[src/rtl/serial_subtractor_pkg.sv]
// Shared types and defaults for the bit-serial subtractor.
package serial_subtractor_pkg;

  localparam int unsigned DEFAULT_WIDTH = 8;

  typedef enum logic [1:0] {
    S_IDLE  = 2'd0,
    S_SHIFT = 2'd1,
    S_DONE  = 2'd2
  } state_t;

endpackage

[src/rtl/full_sub_cell.sv]
// Combinational 1-bit full subtractor, gate level.
module full_sub_cell (
  input  logic a,
  input  logic b,
  input  logic bin,
  output logic d,
  output logic bo
);

  logic a_xor_b;

  assign a_xor_b = a ^ b;
  assign d       = a_xor_b ^ bin;
  assign bo      = (~a & b) | (~a_xor_b & bin);

endmodule

[src/rtl/serial_subtractor.sv]
// Bit-serial subtractor: diff = a - b - bin, LSB first, valid/ready on both sides.
// Optional signed overflow flag is built when SERIAL_SUB_OVF_EN is defined.
module serial_subtractor
  import serial_subtractor_pkg::*;
#(
  parameter int unsigned WIDTH = DEFAULT_WIDTH
) (
  input  logic             clk,
  input  logic             rst_n,
  input  logic             in_valid,
  output logic             in_ready,
  input  logic [WIDTH-1:0] a,
  input  logic [WIDTH-1:0] b,
  input  logic             bin,
  output logic             out_valid,
  input  logic             out_ready,
  output logic [WIDTH-1:0] diff,
  output logic             bout,
  output logic             ovf,
  output logic             busy
);

  localparam int unsigned CNT_W = $clog2(WIDTH);

  state_t           state;
  state_t           state_next;
  logic [WIDTH-1:0] a_sr;
  logic [WIDTH-1:0] b_sr;
  logic [CNT_W-1:0] cnt;
  logic             last;
  logic             cell_d;
  logic             cell_bo;

  assign last = (cnt == CNT_W'(WIDTH - 1));

  full_sub_cell u_cell (
    .a   (a_sr[0]),
    .b   (b_sr[0]),
    .bin (bout),
    .d   (cell_d),
    .bo  (cell_bo)
  );

  // State register; handshake/status flags are registered decodes of the next state.
  always_ff @(posedge clk or negedge rst_n) begin
    if (!rst_n) begin
      state     <= S_IDLE;
      in_ready  <= 1'b1;
      out_valid <= 1'b0;
      busy      <= 1'b0;
    end else begin
      state     <= state_next;
      in_ready  <= (state_next == S_IDLE);
      out_valid <= (state_next == S_DONE);
      busy      <= (state_next == S_SHIFT) || (state_next == S_DONE);
    end
  end

  always_comb begin
    state_next = state;
    case (state)
      S_IDLE:  if (in_valid)  state_next = S_SHIFT;
      S_SHIFT: if (last)      state_next = S_DONE;
      S_DONE:  if (out_ready) state_next = S_IDLE;
      default:                state_next = S_IDLE;
    endcase
  end

  // Datapath: diff doubles as the result shift register, bout as the running borrow.
  always_ff @(posedge clk or negedge rst_n) begin
    if (!rst_n) begin
      a_sr <= '0;
      b_sr <= '0;
      diff <= '0;
      bout <= 1'b0;
      cnt  <= '0;
    end else begin
      case (state)
        S_IDLE: begin
          if (in_valid) begin
            a_sr <= a;
            b_sr <= b;
            bout <= bin;
            cnt  <= '0;
          end
        end
        S_SHIFT: begin
          a_sr <= a_sr >> 1;
          b_sr <= b_sr >> 1;
          diff <= {cell_d, diff[WIDTH-1:1]};
          bout <= cell_bo;
          cnt  <= cnt + CNT_W'(1);
        end
        default: ;
      endcase
    end
  end

`ifdef SERIAL_SUB_OVF_EN
  logic a_msb;
  logic b_msb;

  // Overflow is resolved on the final shift, when the result MSB is produced.
  always_ff @(posedge clk or negedge rst_n) begin
    if (!rst_n) begin
      a_msb <= 1'b0;
      b_msb <= 1'b0;
      ovf   <= 1'b0;
    end else begin
      case (state)
        S_IDLE: begin
          ovf <= 1'b0;
          if (in_valid) begin
            a_msb <= a[WIDTH-1];
            b_msb <= b[WIDTH-1];
          end
        end
        S_SHIFT: begin
          if (last) ovf <= (a_msb != b_msb) && (cell_d != a_msb);
        end
        S_DONE: begin
          if (out_ready) ovf <= 1'b0;
        end
        default: ovf <= 1'b0;
      endcase
    end
  end
`else
  assign ovf = 1'b0;
`endif

endmodule

[config.mk]
export PLATFORM = sky130hd
export DESIGN_NAME = serial_subtractor
export DESIGN_NICKNAME = d
export VERILOG_FILES = /design/src/rtl/serial_subtractor_pkg.sv /design/src/rtl/full_sub_cell.sv /design/src/rtl/serial_subtractor.sv
export SDC_FILE = /design/constraint.sdc
export NUM_CORES = 1
export LEC_CHECK = 0
export ABC_AREA = 1
export BUFFER_PORTS_ARGS = -buffer_cell sky130_fd_sc_hd__buf_2
export CAP_MARGIN = 15
export CORE_MARGIN = 8
export CORE_UTILIZATION = 58
export CTS_CLUSTER_SIZE = 25
export DETAILED_ROUTE_END_ITERATION = 8
export GPL_ROUTABILITY_DRIVEN = 0
export PLACE_DENSITY = 0.95
export SLEW_MARGIN = 20
export SYNTH_ARGS = -nofsm -noshare
export SYNTH_HDL_FRONTEND = slang
export SYNTH_HIERARCHICAL = 1
export SYNTH_SLANG_ARGS = --single-unit
[constraint.sdc]
create_clock -name clk -period 2.6 [get_ports clk]
set_clock_uncertainty 0.05 [all_clocks]
set_input_delay 0.39 -clock clk [delete_from_list [all_inputs] [get_ports clk]]
set_output_delay 0.39 -clock clk [all_outputs]
set_load 0.1 [all_outputs]
==> out/qor.csv, run 1 <==
stage,metric,value,unit
timing,Fin Setup TNS,0,ns
timing,unrepaired setup endpoints after global routing,false,
logic_synthesis,register area share after synthesis,0.472,
worst_setup_path,RR Startpoint,state[1],
worst_setup_path,Setup crit start kind,flop,
logic_synthesis,mux cell area share after synthesis,0,
worst_setup_path,Worst Path Max Fanout,42,
logic_synthesis,"Top FF cell, synth",dfrtp_1,
logic_synthesis,async set-reset flop share out of synthesis,1.00,
timing,fin crit period,1.81,ns
run_status,outcome,"complete, no violations",
worst_setup_path,CP required,2.79,ns
floorplan,Cell Rows,20,
worst_setup_path,Critical Path Start,state[1],
clocking,Clock Latency Late Sink,0.34,ns
flow_run,Max-Cap Viols,0,
worst_setup_path,"slowest stage delay, CP",0.44,ns
worst_setup_path,crit path DAT,2.00,ns
routing,total iterations of the first detailed-routing run,4,
logic_synthesis,Seq cells post-synth,33,
logic_synthesis,Ys Warns,6,
clocking,Worst-path clk slew,0.11,ns
clocking,post-cts sizing count,0,
layout,diode count,0,
logic_synthesis,largest family of logic cells by synthesized area,simple AND/OR/NAND/NOR gates,
routing,Initial DRC Count,76,
routing,Vias,1353,
logic_synthesis,"count leader, synth",nand2_1,
worst_setup_path,Worst R2R Path Depth,5,
floorplan,Initial Util,0.594,
worst_setup_path,Worst R2R End,busy,
logic_synthesis,Mapped Avg Cell Area,8.64,µm²
timing,fin crit share,0.697,
global_routing,global-route wire length before repair,5880,µm
clocking,clk sinks,33,
logic_synthesis,share of the synthesized area in the top cell type,0.457,
logic_synthesis,Synth area leader,dfrtp_1,
logic_synthesis,adder-cell area share of the yosys netlist,0.0400,
clocking,Clock Tree Buf Depth,2,
logic_synthesis,Post-Synth XOR/XNOR Area,0,
logic_synthesis,Synthesized Nets,229,
clocking,CTS buffer count,5,
global_routing,Total GRT Usage,0.144,
floorplan,Core ar.,2950,µm²
floorplan,Ports,34,
global_routing,initial antenna violation count,0,
timing,Max Fclk,552,MHz
logic_synthesis,Synth Instances,203,
routing,Post-Route WL,3270,µm
worst_setup_path,Worst setup EP type,flop,
global_routing,GR Overflow Total,0,
clocking,number of H-tree levels,2,
worst_setup_path,CP Cell Sequence,"inv_4, nand2_8, nand2_8, o21ai_0, ha_1",
placed_design,input/output buffers,32,
routing,Detail Route Antenna Nets,0,
logic_synthesis,post-synthesis compound-gate area fraction,0.0435,
routing,Vias/cell,5.09,
routing,Avg WL per Cell,12.3,µm
worst_setup_path,CP endpoint,busy,
worst_setup_path,CP max-delay cell,dfrtp_1,
global_routing,vias in the first global route,1430,
placed_design,DP Wirelength,2350,µm
clocking,hold-fix buffers at CTS,0,
timing,Final Max Slew Viols,0,
logic_synthesis,Synth Cell Area,1750,µm²
clocking,CTS tree,yes,
timing,Setup Viol. Count Final,0,
floorplan,Die X,71.0,µm
worst_setup_path,Setup CP Type,flop to flop,
layout,share of layout cells above drive strength 1,0.245,
timing,Rel. slew slack,0.531,
floorplan,chip height,71.0,µm
worst_setup_path,"most used cell, CP",nand2_8,
logic_synthesis,largest cells by area after synthesis,"dfrtp_1, nand3_1, nand2_1",
layout,Area Overhead vs Synth,11.9,%
logic_synthesis,Synth Area in Simple Gates,0.300,
logic_synthesis,Synth cell types,21,
clocking,Post-CTS Setup Inserts,0,
timing,Least-Margin Pin Slew,0.703,ns
worst_hold_path,worst hold path type,input port to asynchronous set/reset pin,
global_routing,largest net degree at the start of global routing,43,
floorplan,Die Area,5040,µm²
logic_synthesis,"EDFF count, synth",0,
timing,Fin. Hold Viols,0,
worst_setup_path,flop2flop setup slack,0.79,ns
logic_synthesis,top cells by instance count after synthesis,"nand2_1, inv_1, nand3_1",
routing,drt drc,0,
layout,fin nets,258,
clocking,root buf cell,clkbuf_4,
layout make-up:
| type | count | area (µm²) |
|---|---|---|
| repair buffers | 33 | 168 |
| clock inverters | 2 | 37.5 |
| clock buffers | 6 | 51.3 |
| well taps | 33 | 41.3 |
| fillers | 259 | 991 |
| flip-flops and latches | 33 | 827 |
| inverters | 42 | 160 |
| multi-input cells | 117 | 677 |
layer usage:
| metal | up-vias | track usage | routed length (µm) |
|---|---|---|---|
| met4 | 0 | 0.0855 | 86 |
| met5 | - | 0 | 0 |
| met3 | 9 | 0.0452 | 178 |
| met1 | 628 | 0.170 | 1470 |
| met2 | 33 | 0.226 | 1540 |
| li1 | 683 | - | - |
sequential cells by signal, indices dropped and copies added (netlist names):
name,flops
a_sr,8
b_sr,8
diff,8
cnt,3
state,2
bout,1
busy,1
in_ready,1
out_valid,1
worst max-delay path, delay by kind of cell, from the launching register on:
family                   cells  cell delay (ns)
AND/OR/NAND/NOR              2             0.44
AO/OA/AOI/OAI                1             0.20
adder cells (fa/ha/maj)      1             0.34
buffers and inverters        1             0.22
flip-flops                   1             0.44
worst min-delay path by stage:
stage	slack, ns	cells past startpoint	startpoint	to
finish	0.03	1	rst_n	cnt[0]
global route	0.09	1	rst_n	b_sr[5]
global placement	0.42	1	rst_n	cnt[2]
CTS	0.04	1	rst_n	b_sr[2]
detailed placement	0.43	1	rst_n	cnt[0]
floorplan	0.04	0	rst_n	a_sr[0]
cells by family after synthesis:
| kind of cell | after synthesis |
|---|---|
| compound gates | 13 |
| fa+ha+maj | 5 |
| buf+inv | 53 |
| flops | 33 |
| other cells | 1 |
| simple gates | 98 |
through the flow:
stage	hold slack, ns	setup WS, ns	area [µm²]	instances	utilization
floorplan	0.0444	0.792	1750	203	-
global placement	0.422	0.894	1870	258	0.634
detailed placement	0.430	0.798	1870	258	0.634
CTS	0.0417	0.779	1960	266	0.664
global route	0.0899	0.690	1960	266	0.664
finish	0.0257	0.788	1960	266	0.664
cells in the final DEF (no fill, tap or decap), drive strengths merged:
master | netlist | final
a21oi | 1 | 1
buf | 11 | 33
bufinv | 0 | 1
clkbuf | 0 | 6
clkinvlp | 0 | 1
conb | 1 | 1
dfrtp | 32 | 32
dfstp | 1 | 1
fa | 1 | 1
ha | 4 | 4
inv | 42 | 42
nand2 | 47 | 47
nand3 | 47 | 47
nand3b | 1 | 1
nor2 | 3 | 3
o21ai | 12 | 12
Power of run 1 is not shown: default switching activity piles up to over one toggle a cycle in this logic, so the estimate is an artifact.
==> run 2: changes to the inputs <==
--- a/config.mk
+++ b/config.mk
@@ -9,11 +9,11 @@
 export BUFFER_PORTS_ARGS = -buffer_cell sky130_fd_sc_hd__buf_2
 export CAP_MARGIN = 15
 export CORE_MARGIN = 8
-export CORE_UTILIZATION = 58
+export CORE_UTILIZATION = 54
 export CTS_CLUSTER_SIZE = 25
 export DETAILED_ROUTE_END_ITERATION = 8
 export GPL_ROUTABILITY_DRIVEN = 0
-export PLACE_DENSITY = 0.95
+export PLACE_DENSITY = 0.9
 export SLEW_MARGIN = 20
 export SYNTH_ARGS = -nofsm -noshare
 export SYNTH_HDL_FRONTEND = slang
==> constraint.sdc (replaced) <==
create_clock -name clk -period 1.83 [get_ports clk]
set_clock_uncertainty 0.05 [all_clocks]
set_input_delay 0.2745 -clock clk [delete_from_list [all_inputs] [get_ports clk]]
set_output_delay 0.2745 -clock clk [all_outputs]
set_load 0.1 [all_outputs]
==> out/qor.csv, run 2 (synthesis gave the netlist of run 1 again) <==
stage,metric,value,unit,change
run_status,outcome,"complete, no violations",,
worst_setup_path,flop2flop setup slack,0.22,ns,-0.57 ns
routing,wl on met1,1400,µm,-4.6%
clocking,post-cts sizing count,0,,unchanged
clocking,CTS tree,yes,,
worst_setup_path,crit path DAT,1.79,ns,-0.21 ns
clocking,Clock Tree Buf Depth,2,,unchanged
floorplan,Cell Rows,20,,unchanged
worst_setup_path,CP Cell Sequence,"inv_4, nand2_8, o21ai_0, inv_1, ha_1",,
timing,Max Fclk,620,MHz,+12%
worst_setup_path,Setup CP Type,flop to flop,,
global_routing,vias in the first global route,1386,,-3.1%
worst_setup_path,Worst Path Max Fanout,17,,-60%
placed_design,input/output buffers,32,,unchanged
timing,fin crit period,1.61,ns,-0.199 ns
worst_setup_path,Worst R2R End,busy,,
floorplan,Ports,34,,unchanged
routing,Initial DRC Count,136,,+79%
worst_setup_path,CP max-delay cell,dfrtp_1,,
timing,Final Max Slew Viols,0,,unchanged
placed_design,DP Wirelength,2370,µm,+0.84%
worst_hold_path,hold endpoint,b_sr[7],,
routing,drt drc,0,,unchanged
routing,Post-Route WL,3300,µm,+0.89%
worst_setup_path,Setup crit start kind,flop,,
timing,Least-Margin Pin Slew,0.716,ns,+0.0128 ns
timing,Setup Viol. Count Final,0,,unchanged
clocking,Clock Latency Late Sink,0.34,ns,about the same
power,Leakage Power,1.12,nW,
worst_setup_path,Worst setup EP type,flop,,
layout,Largest regs,"a_sr: 8 flops, b_sr: 8 flops, diff: 8 flops",,
timing,Rel. slew slack,0.523,,-0.00855
routing,WL met2,1620,µm,+5.5%
layout,diode count,0,,unchanged
flow_run,Max-Cap Viols,0,,unchanged
worst_hold_path,worst hold path type,input port to flop,,
floorplan,chip height,73.0,µm,+2.8%
layout,fin nets,261,,+1.2%
global_routing,Total GRT Usage,0.142,,-0.00250
global_routing,largest net degree at the start of global routing,34,,-21%
worst_setup_path,CP required,2.01,ns,-0.78 ns
layout,Area Overhead vs Synth,13.1,%,
clocking,root buf cell,clkbuf_4,,
global_routing,global-route wire length before repair,5960,µm,+1.4%
timing,Fin Setup TNS,0,ns,unchanged
floorplan,Initial Util,0.570,,-0.0241
clocking,number of H-tree levels,2,,unchanged
layout,"commonest non-fill, non-tap cell in the layout",nand2_1,,
power,worst vdd ir,1.44,mV,
worst_setup_path,Worst R2R Path Depth,5,,unchanged
power,Final Power,0.00406,W,
worst_setup_path,Bufs and invs on worst path,2,,+1
clocking,Worst-path clk slew,0.10,ns,about the same
floorplan,Core ar.,3080,µm²,+4.2%
global_routing,initial antenna violation count,0,,unchanged
worst_setup_path,critical path's top delay family,flip-flops,,
global_routing,GR Overflow Total,0,,unchanged
routing,total iterations of the first detailed-routing run,4,,unchanged
timing,fin crit share,0.882,,+0.185
clocking,CTS buffer count,5,,unchanged
layout,fillcell total,274,,+5.8%
worst_hold_path,Worst Hold Depth,3,,
timing,Fin. Hold Viols,0,,unchanged
routing,met3 WL,239,µm,+34%
worst_setup_path,"slowest stage delay, CP",0.44,ns,about the same
worst_setup_path,RR Startpoint,state[1],,
worst_hold_path,hold path start,b[7],,
timing,unrepaired setup endpoints after global routing,false,,
floorplan,Die Area,5330,µm²,+5.7%
routing,Avg WL per Cell,11.8,µm,-4.2%
routing,Vias/cell,4.86,,-4.4%
routing,DR top layer,met4,,
layout,share of layout cells above drive strength 1,0.250,,+0.00536
clocking,clk sinks,33,,unchanged
floorplan,Die X,73.0,µm,+2.8%
routing,Detail Route Antenna Nets,0,,unchanged
routing,Vias,1362,,+0.67%
layout,"commonest cells after routing, fill and taps aside","nand2_1, inv_1, nand3_1, dfrtp_1, buf_2",,
power,PwrDens,2050,nW/µm²,
[run 2: changes by cell type in the layout (fill, tap and decap cells not counted), sizes merged]
cell,change
dlygate4sd3,+1
clkinv,+1
bufinv,-1
clkbuf,+1
clkinvlp,-1
buf,+2
[run 2: report_power, final]
part / leakage (nW) / total [W] / switching [W] / internal, W
sequential: 0.402 / 0.00126 / 0.000194 / 0.00107
clock: 0.0413 / 0.000474 / 0.000252 / 0.000222
combinational: 0.676 / 0.00233 / 0.00172 / 0.000610
total: 1.12 / 0.00406 / 0.00216 / 0.00190
[run 2: what timing repair did]
| action | in CTS | in global routing |
|---|---|---|
| hold endpoints to repair | 32 | 0 |
| setup buffers | 0 | 0 |
| hold buffers | 1 | 0 |
[run 2: layout make-up]
| cell class | count | area [µm²] | share of cell area |
|---|---|---|---|
| Clock buffer | 7 | 65.1 | 0.0328 |
| Multi-Input combinational cell | 117 | 677 | 0.342 |
| Sequential cell | 33 | 827 | 0.417 |
| Timing Repair Buffer | 36 | 193 | 0.0972 |
| Inverter | 42 | 160 | 0.0808 |
| Tap cell | 44 | 55.1 | 0.0278 |
| Clock inverter | 1 | 5.00 | 0.00253 |
[run 2: worst max-delay path by stage]
stage | cells past startpoint | slack, ns | to | from
2_1_floorplan | 7 | 0.02 | bout | bout
3_3_place_gp | 5 | 0.30 | busy | state[1]
3_5_place_dp | 5 | 0.23 | busy | state[1]
4_1_cts | 1 | 0.21 | in_ready | in_ready
5_1_grt | 5 | 0.09 | busy | state[1]
6_report | 5 | 0.22 | busy | state[1]
[run 2: worst register-to-register path, cell delays in order (launching register included)]
cell	delay (ns)
dfrtp_1	0.44
inv_4	0.22
nand2_8	0.14
o21ai_0	0.30
inv_1	0.09
ha_1	0.28
[run 2: layer usage]
| layer | vias to the layer above | GRT usage |
|---|---|---|
| met5 | - | 0 |
| met4 | 0 | 0.0467 |
| met3 | 4 | 0.0632 |
| met2 | 26 | 0.232 |
| met1 | 643 | 0.160 |
| li1 | 689 | - |
[run 2: metrics by stage]
stage          instances  hold WS (ns)  cell area (µm²)  setup slack [ns]   util
2_1_floorplan        203       -0.0711             1750            0.0217      -
3_3_place_gp         271         0.312             1900             0.296  0.618
3_5_place_dp         271         0.312             1900             0.227  0.618
4_1_cts              280        0.0766             1980             0.207  0.644
5_1_grt              280         0.123             1980            0.0936  0.644
6_report             280        0.0870             1980             0.216  0.644
Note: power is estimated with default switching activity, not from simulation.
